File: config.mk
export PLATFORM = sky130hd
export DESIGN_NAME = rst_sync_seq
export DESIGN_NICKNAME = d
export VERILOG_FILES = /design/src/rtl/rst_sync_seq.sv
export SDC_FILE = /design/constraint.sdc
export NUM_CORES = 1
export LEC_CHECK = 0
export CELL_PAD_IN_SITES_DETAIL_PLACEMENT = 0
export CELL_PAD_IN_SITES_GLOBAL_PLACEMENT = 2
export CORE_AREA = 5 5 56 58
export DETAILED_ROUTE_END_ITERATION = 8
export DIE_AREA = 0 0 61 63
export GPL_TIMING_DRIVEN = 0
export MAX_ROUTING_LAYER = met4
export PLACE_DENSITY = 0.81
export SLEW_MARGIN = 30
export SYNTH_ARGS = -nofsm -noshare
export SYNTH_HDL_FRONTEND = slang
export SYNTH_SLANG_ARGS = --single-unit
File: constraint.sdc
create_clock -name CLK -period 2.5 [get_ports CLK]
set_clock_uncertainty 0.2 [all_clocks]
set_input_delay 0.25 -clock CLK [delete_from_list [all_inputs] [get_ports CLK]]
set_output_delay 0.25 -clock CLK [all_outputs]
set_load 0.02 [all_outputs]
File: src/rtl/rst_sync_seq.sv
// Reset synchroniser and sequencer: brings the async active-low RST into the
// CLK domain, filters it, then releases NUM_CH reset channels one after another.
module rst_sync_seq #(
    parameter int NUM_STAGES = 3,
    parameter int NUM_CH     = 4,
    parameter int FILT_CYC   = 4,
    parameter int STEP_DLY   = 8,
    parameter int SW_LEN     = 16
) (
    input  logic              CLK,
    input  logic              RST,
    input  logic              SW_RST_REQ,
    output logic [NUM_CH-1:0] SYNC_RST,
    output logic              RST_DONE
);

    localparam int MAX_FS  = (FILT_CYC > SW_LEN) ? FILT_CYC : SW_LEN;
    localparam int MAX_CYC = (STEP_DLY > MAX_FS) ? STEP_DLY : MAX_FS;
    localparam int CNT_W   = $clog2(MAX_CYC) + 1;

    localparam logic [CNT_W-1:0]  FILT_LAST = CNT_W'(FILT_CYC - 1);
    localparam logic [CNT_W-1:0]  STEP_LAST = CNT_W'(STEP_DLY - 1);
    localparam logic [CNT_W-1:0]  SW_LAST   = CNT_W'(SW_LEN - 1);
    localparam logic [NUM_CH-1:0] CH0_ONLY  = NUM_CH'(1);

    typedef enum logic [2:0] {
        HOLD,
        FILTER,
        SEQ,
        RUN,
        SWRST
    } state_t;

    // Grows the released set by one channel while keeping it a thermometer code.
    function automatic logic [NUM_CH-1:0] next_therm(input logic [NUM_CH-1:0] cur);
        return (cur << 1) | CH0_ONLY;
    endfunction

    logic [NUM_STAGES-1:0] sync_p;
    logic                  sync_q;

    state_t                state_q;
    state_t                state_d;
    logic [CNT_W-1:0]      cnt_q;
    logic [CNT_W-1:0]      cnt_d;
    logic [NUM_CH-1:0]     sync_rst_q;
    logic [NUM_CH-1:0]     sync_rst_d;
    logic                  rst_done_q;
    logic                  rst_done_d;
    logic [NUM_CH-1:0]     grown;

    always_ff @(posedge CLK or negedge RST) begin
        if (!RST) begin
            sync_p <= '0;
        end else begin
            sync_p <= {sync_p[NUM_STAGES-2:0], 1'b1};
        end
    end

    assign sync_q = sync_p[NUM_STAGES-1];

    always_ff @(posedge CLK or negedge RST) begin
        if (!RST) begin
            state_q    <= HOLD;
            cnt_q      <= '0;
            sync_rst_q <= '0;
            rst_done_q <= 1'b0;
        end else begin
            state_q    <= state_d;
            cnt_q      <= cnt_d;
            sync_rst_q <= sync_rst_d;
            rst_done_q <= rst_done_d;
        end
    end

    // Outputs are computed one edge ahead so that they leave the block straight from flops.
    always_comb begin
        state_d    = state_q;
        cnt_d      = cnt_q + 1'b1;
        sync_rst_d = sync_rst_q;
        rst_done_d = rst_done_q;
        grown      = next_therm(sync_rst_q);

        case (state_q)
            HOLD: begin
                cnt_d      = '0;
                sync_rst_d = '0;
                rst_done_d = 1'b0;
                if (sync_q) begin
                    state_d = FILTER;
                end
            end
            FILTER: begin
                if (cnt_q == FILT_LAST) begin
                    cnt_d      = '0;
                    sync_rst_d = CH0_ONLY;
                    if (NUM_CH == 1) begin
                        state_d    = RUN;
                        rst_done_d = 1'b1;
                    end else begin
                        state_d = SEQ;
                    end
                end
            end
            SEQ: begin
                if (cnt_q == STEP_LAST) begin
                    cnt_d      = '0;
                    sync_rst_d = grown;
                    if (&grown) begin
                        state_d    = RUN;
                        rst_done_d = 1'b1;
                    end
                end
            end
            RUN: begin
                cnt_d = '0;
                if (SW_RST_REQ) begin
                    state_d    = SWRST;
                    sync_rst_d = '0;
                    rst_done_d = 1'b0;
                end
            end
            SWRST: begin
                if (cnt_q == SW_LAST) begin
                    cnt_d      = '0;
                    sync_rst_d = CH0_ONLY;
                    if (NUM_CH == 1) begin
                        state_d    = RUN;
                        rst_done_d = 1'b1;
                    end else begin
                        state_d = SEQ;
                    end
                end
            end
            default: begin
                state_d    = HOLD;
                cnt_d      = '0;
                sync_rst_d = '0;
                rst_done_d = 1'b0;
            end
        endcase
    end

    assign SYNC_RST = sync_rst_q;
    assign RST_DONE = rst_done_q;

endmodule
# After elaboration in Yosys (flattened, before gate mapping)
# Index checks and enable logic that the tools add are counted.
[word_totals]
input_bits = 3
regBits = 16
wordCells = 46
[classes]
n_eq_ne = 13
bitwise_logic = 1
n_reduce_logical = 6
add_sub_neg = 1
mux = 20
[ops]
columns = ["op", "count"]
rows = [
  ["$mux W3", 6],
  ["$mux W4", 4],
  ["$pmux W4 S4", 1],
  ["$mux W5", 3],
  ["$pmux W3 S5", 1],
  ["$pmux W5 S3", 1],
  ["$ne A2 B2 Y1 const B", 6],
  ["$reduce_and A4 Y1", 2],
  ["$eq A3 B2 Y1 const B", 2],
  ["$reduce_and A6 Y1", 1],
  ["$add A5 B1 Y5 const B", 1],
  ["$eq A5 B2 Y1 const B", 1],
  ["$eq A5 B3 Y1 const B", 1],
  ["$eq A5 B4 Y1 const B", 1],
  ["$eq A3 B1 Y1 const B", 1],
  ["$eq A3 B3 Y1 const B", 1],
  ["$logic_not A3 Y1", 1],
  ["$mux W1", 3],
  ["$pmux W1 S3", 1],
  ["$reduce_and A3 Y1", 1],
  ["$reduce_or A2 Y1", 1],
  ["$not A1 Y1", 1],
]

# Longest topological paths before layout
[logic_depth]
ltp_word = 4
ltp_mapped = 8

# Least setup slack after synthesis
# OpenSTA, ideal clock, no wires.
[synth_path]
path_type = "flip-flop to flip-flop"
start = "register cnt_q[0]"
end = "register sync_rst_q[1] (netlist: SYNC_RST[1])"
synth_period_minus_slack_ns = 2.125
t_arrival_ns = 1.859
slack_ns = 0.375
setup_time_ns = 0.066
path_stages_with_launch = 9
path_cell_list = "dfrtp_1 > ha_1 > nand3_1 > inv_1 > ha_1 > or3b_1 > nand2b_1 > a31oi_1 > a22o_1"
[synth_between]
elab_chain_cells = 3
elab_cells_between_ends = 7
cone_classes = "eq/ne: 6; reduce/logical: 1"
[synth_lines]
columns = ["item", "line_no", "rtl"]
rows = [
  ["from (decl)", "44", "logic [CNT_W-1:0] cnt_q;"],
  ["from (signal assigned)", "70", "cnt_q <= cnt_d;"],
  ["$eq A5 B4 Y1 (tied with other cells)", "124", "if (cnt_q == SW_LAST) begin"],
  ["$ne A2 B2 Y1 (no source line)", "n/a", ""],
  ["$reduce_and A4 Y1 (no source line) (*)", "n/a", ""],
  ["to (signal assigned)", "71", "sync_rst_q <= sync_rst_d;"],
  ["to (decl)", "46", "logic [NUM_CH-1:0] sync_rst_q;"],
]
# Every way passes the cells marked *; elsewhere a longest branch is shown, timed or not.
# A chain may end at the register's enable or synchronous reset.

# Final worst setup path
[layout_path]
start = "register cnt_q[0]"
end = "register sync_rst_q[2] (netlist: SYNC_RST[2])"
# The elaborated chain is that of the path after synthesis.

==> flow_metrics.tcl <==
set metrics [dict create \
    clockBufferDepth 2 \
    slew_headroom 0.5079 \
    path_cells "ha_1 > nand3_1 > inv_1 > ha_1 > or3b_1 > nand2b_1 > a31oi_2 > a22o_1" \
    clock.fmax_mhz 426.4 \
    nets 102 \
    cts_buffers 3 \
    cts-root-buf "clkbuf_4" \
    dp.final_hpwl_um 1353 \
    diodes 0 \
    num-fill-cells 286 \
    coreArea_sq_um 2615 \
    grt_pass1_vias 678 \
    synthToLayoutAreaGrowth_pct 17.03 \
    hold_depth 0 \
    final-instance-count-excl-fill 126 \
    finalMaxSlewViolations 0 \
    synth_top_area_frac 0.4618 \
    grt-ovfl-total 0 \
    vias 663 \
    routedWlPerCell_um 14.90 \
    tightest_slew_ns 0.7358 \
    die_area_sq_um 3843 \
    clk_latency_ns 0.29 \
    netlist_instances 85 \
    min_period_over_period 0.9381 \
    io_pins 8 \
    post_cts_buffers 0 \
    drv_cap 0 \
    fin_ws_ns 0.1547 \
    viasPerCell 5.262 \
    rsz0062_at_grt "no" \
    r2r_end "SYNC_RST[2]" \
    grt_usage 0.1154 \
    grt_antenna_before_repair 0 \
    clkTransAtPathRegs_ns 0.09 \
    crit_family "simple AND/OR/NAND/NOR gates" \
    synth_enable_flop_cells 0 \
    cp_num_buf_inv 1 \
    grt_max_degree 17 \
    drt-initial-drc-count 23 \
    ys.flop_type "dfrtp_1" \
    ys_seq_elements 16 \
    dp_slack_ns 0.08677 \
    period_needed_ns 2.345 \
    async_reset_ff_frac 1.000 \
    cts_tree "done" \
    initial_core_util 0.3316 \
    remaining_drc_errors 0 \
    p_per_area_nw_per_um2 1005 \
    htree_levels 1 \
    vdd_drop_max_uv 449.1 \
    critPathSlowestCell "dfrtp_1" \
    drt_pass1_iterations 4 \
    ant_nets 0 \
    critical_path_class "flip-flop to flip-flop" \
    yosysWarnings 0 \
    worst-path-stages 8 \
    fin_setup_tns_ns 0 \
    critPathCaptureType "flip-flop" \
    syn_nets 91 \
    synth.avg_cell_area_sq_um 10.20 \
    setup_viol 0 \
    hp-class "flip-flop to flip-flop" \
    yosys-top-cells-area "dfrtp_1 (46%), ha_1 (4.3%), nor2_1 (3.0%)" \
    crit_top_cell "ha_1" \
    yosysUniqueCellTypes 33 \
    required_ns 2.53 \
    cp.arrival_ns 2.37 \
    min_to "sync_p[2]" \
    die_width_um 61 \
    hold_violations 0 \
    grt_pass1_wl_um 3180 \
    start_kind "flip-flop" \
    dp.cells 123 \
    io_buffers 7 \
    hp-start "sync_p[1]" \
    slowest_delay_ns 0.41 \
    synth_area_sq_um 867.1 \
    rows 19 \
    clock_sinks 16 \
    globalplace.congestion 0.7844 \
    synth-seq-area-share 0.4618 \
    status "finished, final reports clean" \
    rr_startpoint "cnt_q[0]" \
    drive_gt1_frac 0.1158 \
    power.static_leakage_nw 0.4177 \
    rrSetupSlack_ns 0.15 \
    die_h_um 63 \
    worstPathMaxFanout 3 \
    wl_um 1878 \
    multi_input_area_sq_um 426.7 \
    seq_area_sq_um 400.4 \
    rr_worst_depth 8 \
    synth_top_area_cell "dfrtp_1" \
]
sequential cells by signal (all words and copies together), names as in the netlist:
register,count
cnt_q,5
RST_DONE,1
sync_p,3
state_q,3
SYNC_RST,4
cell families (layout without fill, tap and decap cells):
group | after synthesis | count (layout) | synth area share
adders and majority gates | 3 | 3 | 0.04329
other | 1 | 1 | 0.004325
and+or+nand+nor | 27 | 27 | 0.1948
AOI/OAI and AO/OA | 24 | 24 | 0.2020
DFF | 16 | 16 | 0.4618
buffers and inverters | 10 | 20 | 0.05339
xor gates and xnor gates | 4 | 4 | 0.04041
cell usage after synthesis (2+ instances only):
| cell type | count |
|---|---|
| a21oi_1 | 5 |
| a22o_1 | 3 |
| a31oi_1 | 2 |
| clkbuf_1 | 3 |
| dfrtp_1 | 16 |
| ha_1 | 3 |
| inv_1 | 5 |
| nand2b_1 | 3 |
| nand3_1 | 5 |
| nand3b_1 | 2 |
| nor2_1 | 7 |
| nor4_2 | 2 |
| o21a_1 | 2 |
| o21ai_1 | 4 |
| o31ai_1 | 2 |
| or3b_1 | 2 |
| xnor2_1 | 2 |
| xor2_1 | 2 |
power breakdown:
part | internal (W) | switching [W] | leakage, nW
logic | 0.000189 | 0.000277 | 0.187
clock network | 0.0000886 | 0.0000866 | 0.0210
registers | 0.000312 | 0.0000669 | 0.209
metrics by stage:
stage	hold WS [ns]	utilization	instance area (sq um)	power, W
4_1_cts	0.1606	0.3871	1012	0.001030
2_1_floorplan	-0.2456	-	867.1	0.0007198
6_report	0.1568	0.3880	1015	0.001020
3_5_place_dp	0.1365	0.3732	975.9	0.0008482
5_1_grt	0.1648	0.3880	1015	0.001102
3_3_place_gp	0.1340	0.3732	975.9	0.0008416
layout make-up:
type,count,area share
Multi-Input combinational cell,59,0.4205
Inverter,5,0.01850
Sequential cell,16,0.3946
Timing Repair Buffer,7,0.06905
Buffer,4,0.02343
Tap cell,31,0.03822
Clock buffer,4,0.03576
metal layers:
layer	up-vias	track usage	routed length, um	part of all wire
li1	322	-	-	-
met1	324	0.1469	902	0.48
met2	15	0.1738	870	0.46
met3	2	0.03099	86	0.046
met4	0	0.04065	19	0.010
met5	-	-	0	0
layout by cell type (no fill, tap or decap), types with 3 or more instances in the layout:
| cell type | instances |
|---|---|
| o21ai_1 | 4 |
| ha_1 | 3 |
| a22o_1 | 3 |
| nand2b_1 | 3 |
| dfrtp_1 | 16 |
| a21oi_1 | 5 |
| inv_1 | 5 |
| nor2_1 | 7 |
| nand3_1 | 5 |
| clkbuf_4 | 3 |
| clkdlybuf4s50_1 | 7 |
worst max-delay path by stage:
stage | to | start | slack (ns)
5_1_grt | SYNC_RST[2] | cnt_q[0] | 0.0006
3_3_place_gp | SYNC_RST[2] | cnt_q[2] | 0.10
3_5_place_dp | SYNC_RST[2] | cnt_q[2] | 0.09
6_report | SYNC_RST[2] | cnt_q[0] | 0.15
2_1_floorplan | SYNC_RST[1] | cnt_q[0] | 0.37
4_1_cts | SYNC_RST[2] | cnt_q[2] | 0.03
timing repair:
item,4_1_cts,5_1_grt
resized for setup,0,1
endpoints found under the setup margin,0,3
hold buffers,0,0
Note: power is estimated with default switching activity, not from simulation.
